File: src/rtl/alu_seq.sv
`default_nettype none
// ============================================================================
// Module   : alu_seq
// Purpose  : Handshaked ALU with nine function codes on WIDTH-bit unsigned
//            operands. Logic/ADD/SUB complete in one cycle; MUL (shift-add)
//            and DIV (restoring) iterate one bit per cycle.
// Revision : 1.0 - initial release
// ----------------------------------------------------------------------------
// Ports:
//   clk       in   1        rising-edge clock
//   rst_n     in   1        asynchronous active-low reset
//   in_valid  in   1        command (a, b, f) presented
//   in_ready  out  1        command accepted this cycle (IDLE only)
//   a, b      in   WIDTH    unsigned operands
//   f         in   4        function code (0..8 legal, 9..15 -> err)
//   out_valid out  1        result registered and stable
//   out_ready in   1        consumer takes result
//   y         out  2*WIDTH  result (DIV: {remainder, quotient})
//   zero      out  1        y == 0
//   carry     out  1        ADD carry / SUB borrow, 0 otherwise
//   err       out  1        divide by zero or undefined f
// ============================================================================
module alu_seq #(
  parameter int WIDTH = 8
) (
  input  logic               clk,
  input  logic               rst_n,
  input  logic               in_valid,
  output logic               in_ready,
  input  logic [WIDTH-1:0]   a,
  input  logic [WIDTH-1:0]   b,
  input  logic [3:0]         f,
  output logic               out_valid,
  input  logic               out_ready,
  output logic [2*WIDTH-1:0] y,
  output logic               zero,
  output logic               carry,
  output logic               err
);

  localparam int                c_cnt_w    = (WIDTH > 1) ? $clog2(WIDTH) : 1;
  localparam logic [c_cnt_w-1:0] c_cnt_last = c_cnt_w'(WIDTH - 1);
  localparam logic [c_cnt_w-1:0] c_cnt_one  = c_cnt_w'(1);

  typedef enum logic [1:0] {
    S_IDLE = 2'd0,
    S_BUSY = 2'd1,
    S_DONE = 2'd2
  } state_t;

  state_t               r_state;
  state_t               w_next_state;
  logic [c_cnt_w-1:0]   r_cnt;
  logic [WIDTH-1:0]     r_a;
  logic [WIDTH-1:0]     r_b;
  logic                 r_is_div;
  // Shared iteration registers: MUL {accumulator, multiplier},
  // DIV {partial remainder, dividend/quotient}.
  logic [WIDTH-1:0]     r_hi;
  logic [WIDTH-1:0]     r_lo;
  logic [2*WIDTH-1:0]   r_y;
  logic                 r_zero;
  logic                 r_carry;
  logic                 r_err;
  logic                 r_out_valid;

  logic                 w_accept;
  logic                 w_iterative;
  logic                 w_last;
  logic [WIDTH:0]       w_sum;
  logic [WIDTH:0]       w_dif;
  logic [2*WIDTH-1:0]   w_imm_y;
  logic                 w_imm_carry;
  logic                 w_imm_err;
  logic [WIDTH:0]       w_mul_sum;
  logic [WIDTH:0]       w_shift;
  logic                 w_ge;
  logic [WIDTH-1:0]     w_rem_sub;
  logic [WIDTH-1:0]     w_step_hi;
  logic [WIDTH-1:0]     w_step_lo;

  assign in_ready    = (r_state == S_IDLE);
  assign out_valid   = r_out_valid;
  assign y           = r_y;
  assign zero        = r_zero;
  assign carry       = r_carry;
  assign err         = r_err;

  assign w_accept    = in_valid && in_ready;
  // Divide by zero resolves immediately, so only a real divide iterates.
  assign w_iterative = (f == 4'd7) || ((f == 4'd8) && (b != '0));
  assign w_last      = (r_cnt == c_cnt_last);

  // Single-cycle result path, evaluated on the raw inputs at accept.
  assign w_sum = {1'b0, a} + {1'b0, b};
  assign w_dif = {1'b0, a} - {1'b0, b};

  always_comb begin
    w_imm_y     = '0;
    w_imm_carry = 1'b0;
    w_imm_err   = 1'b0;
    case (f)
      4'd0: w_imm_y = {{WIDTH{1'b0}}, a & b};
      4'd1: w_imm_y = {{WIDTH{1'b0}}, a | b};
      4'd2: w_imm_y = {{WIDTH{1'b0}}, a ^ b};
      4'd3: w_imm_y = {{WIDTH{1'b0}}, ~(a & b)};
      4'd4: w_imm_y = {{WIDTH{1'b0}}, ~(a | b)};
      4'd5: begin
        w_imm_y     = {{(WIDTH-1){1'b0}}, w_sum};
        w_imm_carry = w_sum[WIDTH];
      end
      4'd6: begin
        w_imm_y     = {{(WIDTH-1){1'b0}}, w_dif};
        w_imm_carry = w_dif[WIDTH];
      end
      4'd7: w_imm_y = '0;
      4'd8: begin
        // Only reached with b == 0: quotient all ones, remainder = a.
        w_imm_y   = {a, {WIDTH{1'b1}}};
        w_imm_err = 1'b1;
      end
      default: w_imm_err = 1'b1;
    endcase
  end

  // Shift-add multiply step: add multiplicand when the multiplier LSB is set,
  // then shift the {carry, accumulator, multiplier} chain right by one.
  assign w_mul_sum = {1'b0, r_hi} + (r_lo[0] ? {1'b0, r_a} : '0);

  // Restoring divide step: bring in the next dividend bit, subtract if it fits.
  // The partial remainder stays below 2*b, so the difference fits WIDTH bits.
  assign w_shift   = {r_hi, r_lo[WIDTH-1]};
  assign w_ge      = (w_shift >= {1'b0, r_b});
  assign w_rem_sub = w_shift[WIDTH-1:0] - r_b;

  always_comb begin
    if (r_is_div) begin
      w_step_hi = w_ge ? w_rem_sub : w_shift[WIDTH-1:0];
      w_step_lo = {r_lo[WIDTH-2:0], w_ge};
    end else begin
      w_step_hi = w_mul_sum[WIDTH:1];
      w_step_lo = {w_mul_sum[0], r_lo[WIDTH-1:1]};
    end
  end

  always_comb begin
    w_next_state = r_state;
    case (r_state)
      S_IDLE:  if (w_accept)  w_next_state = w_iterative ? S_BUSY : S_DONE;
      S_BUSY:  if (w_last)    w_next_state = S_DONE;
      S_DONE:  if (out_ready) w_next_state = S_IDLE;
      default: w_next_state = S_IDLE;
    endcase
  end

  always_ff @(posedge clk or negedge rst_n) begin
    if (!rst_n) r_state <= S_IDLE;
    else        r_state <= w_next_state;
  end

  always_ff @(posedge clk or negedge rst_n) begin
    if (!rst_n) begin
      r_cnt       <= '0;
      r_a         <= '0;
      r_b         <= '0;
      r_is_div    <= 1'b0;
      r_hi        <= '0;
      r_lo        <= '0;
      r_y         <= '0;
      r_zero      <= 1'b0;
      r_carry     <= 1'b0;
      r_err       <= 1'b0;
      r_out_valid <= 1'b0;
    end else begin
      r_out_valid <= (w_next_state == S_DONE);
      case (r_state)
        S_IDLE: begin
          if (w_accept) begin
            r_a      <= a;
            r_b      <= b;
            r_is_div <= (f == 4'd8);
            r_cnt    <= '0;
            if (w_iterative) begin
              r_hi <= '0;
              r_lo <= (f == 4'd8) ? a : b;
            end else begin
              r_y     <= w_imm_y;
              r_zero  <= (w_imm_y == '0);
              r_carry <= w_imm_carry;
              r_err   <= w_imm_err;
            end
          end
        end
        S_BUSY: begin
          r_hi <= w_step_hi;
          r_lo <= w_step_lo;
          if (w_last) begin
            r_cnt   <= '0;
            r_y     <= {w_step_hi, w_step_lo};
            r_zero  <= ({w_step_hi, w_step_lo} == '0);
            r_carry <= 1'b0;
            r_err   <= 1'b0;
          end else begin
            r_cnt <= r_cnt + c_cnt_one;
          end
        end
        default: ;
      endcase
    end
  end

endmodule
`default_nettype wire
File: config.mk
export PLATFORM = sky130hd
export DESIGN_NAME = alu_seq
export DESIGN_NICKNAME = d
export VERILOG_FILES = /design/src/rtl/alu_seq.sv
export SDC_FILE = /design/constraint.sdc
export NUM_CORES = 1
export LEC_CHECK = 0
export ABC_AREA = 1
export ABC_CLOCK_PERIOD_IN_PS = 2600
export BUFFER_PORTS_ARGS = -buffer_cell sky130_fd_sc_hd__clkbuf_2
export CORE_MARGIN = 2
export CORE_UTILIZATION = 61
export DETAILED_ROUTE_END_ITERATION = 7
export PLACE_DENSITY = 0.81
export SLEW_MARGIN = 20
export SYNTH_ARGS = -nofsm -noshare
export SYNTH_HDL_FRONTEND = slang
export SYNTH_SLANG_ARGS = --single-unit
File: constraint.sdc
create_clock -name clk -period 2.6 [get_ports clk]
set_input_delay 0.26 -clock clk [delete_from_list [all_inputs] [get_ports clk]]
set_output_delay 0.26 -clock clk [all_outputs]
set_load 0.02 [all_outputs]
==> flow_summary.ini <==
[status]
outcome = finished with violations
violations = hold timing

[cts]
clk_pin_slew_worst_paths_ns = 0.07
clk_path_buf_depth = 2
numCtsBuffers = 9
root_buffer = clkbuf_8
cts_tree = built
cts_sinks = 58
htreeDepth = 3
clock_latency_ns = 0.34

[drt]
routedWlPerCell_um = 17.8
finalWirelength_um = 15900
viasPerCell = 5.96
vias = 5335
drt_iter0_markers = 507
ant_nets = 0
drc = 0
dr.pass1.iters = 7

[setup_path]
setup.worst_path.start_class = flop
cp.arrival_ns = 2.70
crit_family = simple AND/OR/NAND/NOR gates
end_kind = flop
cp.buffers_inverters = 1
timing.critical_path.mode_cell = nand2_1
max_stage_delay_ns = 0.41
critical_path_class = reg -> reg
crit_required_ns = 2.88
path_cells = inv_1, ha_1, nand2_1, nand2_1, nand2_1, nand3_2, nand2_2, nand2_4, nand2_2, nor2_1, nor2_2, nand3_1, nor2_1, nand2_1, nand2_1, nand2_1, nand2_1
crit_fanout = 7
slowest_stage = dfrtp_1

[flow_run]
maxCapViolCount = 0

[cells_and_area]
n_fill_cell = 714
area_delta_synth_final_pct = 12.4
final_core_utilization_pct = 69.7
nets = 859
multi_input_area_sq_um = 3060
drive_gt1_share_pct = 14.6
fin_cells = 895
seqCellArea_sq_um = 1450
final_cell_mix = nand2_1, inv_1, o21ai_0, nand3_1, nor2_1
antenna_cells = 0
layout_commonest_cell = nand2_1
final_area_sq_um = 5640

[sta]
rsz0062_at_grt = no
period_share_pct = 93.2
period_minus_slack_ns = 2.42
fmaxAchievable_mhz = 413
setup_tns_ns = 0
worst_slew_pin_slew_ns = 0.785
slew-limit-headroom_pct = 47.6
drv_slew = 0
whs_ns = -0.00616
worst_slack_ns = 0.177
hold_viol = 12
setup_violations = 0
clock_skew_ns = 0.0101

[synthesis]
ys_warn_count = 0
synth.area.top_cells = dfrtp_1, nand2_1, ha_1
synth-seq-cells = 58
synthAdderAreaFrac_pct = 13.1
synthesis.area_sq_um = 5020
synth.distinct_cells = 42
syn_inst = 730
synthXorXnorAreaFrac_pct = 1.22
synth_top_area_share_pct = 28.9
synth-compound-area-share_pct = 16.0
synth_top_cell_by_area = dfrtp_1
synth_mux_area_share_pct = 0
yosys.area_share.simple_pct = 30.6
synth_top_family_by_area = simple AND/OR/NAND/NOR gates
syn-num-nets = 804
syn_area_per_cell_sq_um = 6.87
yosysSeqAreaShare_pct = 28.9

[floorplanning]
die_h_um = 94.7
core_sq_um = 8090
io_pins = 45
start_util_pct = 62.0
dieArea_sq_um = 8960
die_w_um = 94.7
row_count = 33

[grt]
grt_start_max_net_pins = 37
track_usage_pct = 37.1
grt_pass1_vias = 5082
grt_overflow_total = 0
grt_pass1_wl_um = 25400
antenna_found_initial = 0

[worst_hold_path]
hp-class = in -> async

[power_and_ir_drop]
power.combinational.fraction_pct = 58.1
p_clk_share_pct = 14.6
power_mw = 5.87
power.density_nw_per_um2 = 1040
intPower_mw = 2.95
ir_drop_v = 0.000373
seqPwrFrac_pct = 27.3
p_switching_mw = 2.91
p_leak_nw = 2.98
sw_frac_of_total_pct = 49.7

[placed_design]
place_inst = 878
dpl.hpwl_um = 12400
placed_area_sq_um = 5420
routabilityCongestion = 1.07
dp_slack_ns = 0.188
io_buffers = 44
==> cells by family after synthesis <==
logic type                 Yosys count
AOI/OAI and AO/OA                  139
adders and majority gates           50
DFF                                 58
and+or+nand+nor                    350
buffers and inverters              126
xor gates and xnor gates             7
==> cells in the mapped netlist (all sizes together) <==
master / count
nand3b: 3
a21o: 1
o21bai: 3
a41oi: 4
o22ai: 5
a31oi: 8
o31ai: 1
fa: 4
nor3b: 1
dfrtp: 58
inv: 103
o211ai: 8
o21ai: 73
xnor2: 3
nor2: 67
clkbuf: 10
nor3: 9
nand4: 15
xor2: 4
o221ai: 4
o311ai: 3
a21oi: 28
buf: 13
nand2: 179
nand3: 65
or2: 11
ha: 46
o21a: 1
==> path summary, 6_finish.rpt <==
kind                                     from                  end  slack, ns  cells after the start
hold reg to reg            r_b[7]$_DFFE_PN0P_   r_b[7]$_DFFE_PN0P_       0.49                      2
min in group clk                    out_ready  out_valid$_DFF_PN0_       0.13                      2
setup / recovery           r_b[2]$_DFFE_PN0P_     zero$_DFFE_PN0P_       0.18                     17
setup reg to reg           r_b[2]$_DFFE_PN0P_     zero$_DFFE_PN0P_       0.18                     17
max in group asynchronous               rst_n     zero$_DFFE_PN0P_       1.97                      2
hold / removal                          rst_n   r_a[5]$_DFFE_PN0P_     -0.006                      1
==> power by group through the flow <==
stage / clock network (mW) / registers (mW) / logic [mW]
after floorplan: 0 / 1.67 / 2.30
after global placement: 0 / 1.59 / 3.22
after detailed placement: 0 / 1.61 / 3.29
after CTS: 0.859 / 1.60 / 3.32
after global routing: 0.905 / 1.65 / 3.79
final: 0.857 / 1.60 / 3.41
==> layer usage <==
layer / vias to the layer above / global-route usage [%] / part of all wire (%)
met5: - / 0 / 0
met4: 0 / 22.0 / 6.1
met3: 78 / 5.51 / 8.2
met2: 334 / 60.3 / 47
met1: 2393 / 46.6 / 39
li1: 2530 / - / -
==> flip-flops by register name (all words and copies together), names as in the netlist <==
| signal | count |
|---|---|
| zero | 1 |
| carry | 1 |
| err | 1 |
| r_a | 8 |
| r_is_div | 1 |
| r_hi | 8 |
| out_valid | 1 |
| r_cnt | 3 |
| y | 16 |
| r_state | 2 |
| r_b | 8 |
| r_lo | 8 |
==> layout make-up <==
cell class	count	share of cell area, %
Multi-Input combinational cell	546	54.2
Sequential cell	58	25.8
Timing Repair Buffer	67	7.19
Inverter	103	6.86
Clock buffer	10	2.44
Tap cell	105	2.33
Clock inverter	6	1.18
==> worst register-to-register path, delay by kind of cell, from the launching register on <==
| family | cells | cell delay [ns] |
|---|---|---|
| buffers and inverters | 1 | 0.09 |
| and+or+nand+nor | 15 | 1.47 |
| adders and majority gates | 1 | 0.39 |
| DFF | 1 | 0.41 |
==> repair_timing <==
action / 4_1_cts / 5_1_grt
hold buffers: 0 / 0
buffers inserted: 0 / 1
resized for setup: 0 / 3
endpoints found under the setup margin: 0 / 3
Note: power is estimated with default switching activity, not from simulation.
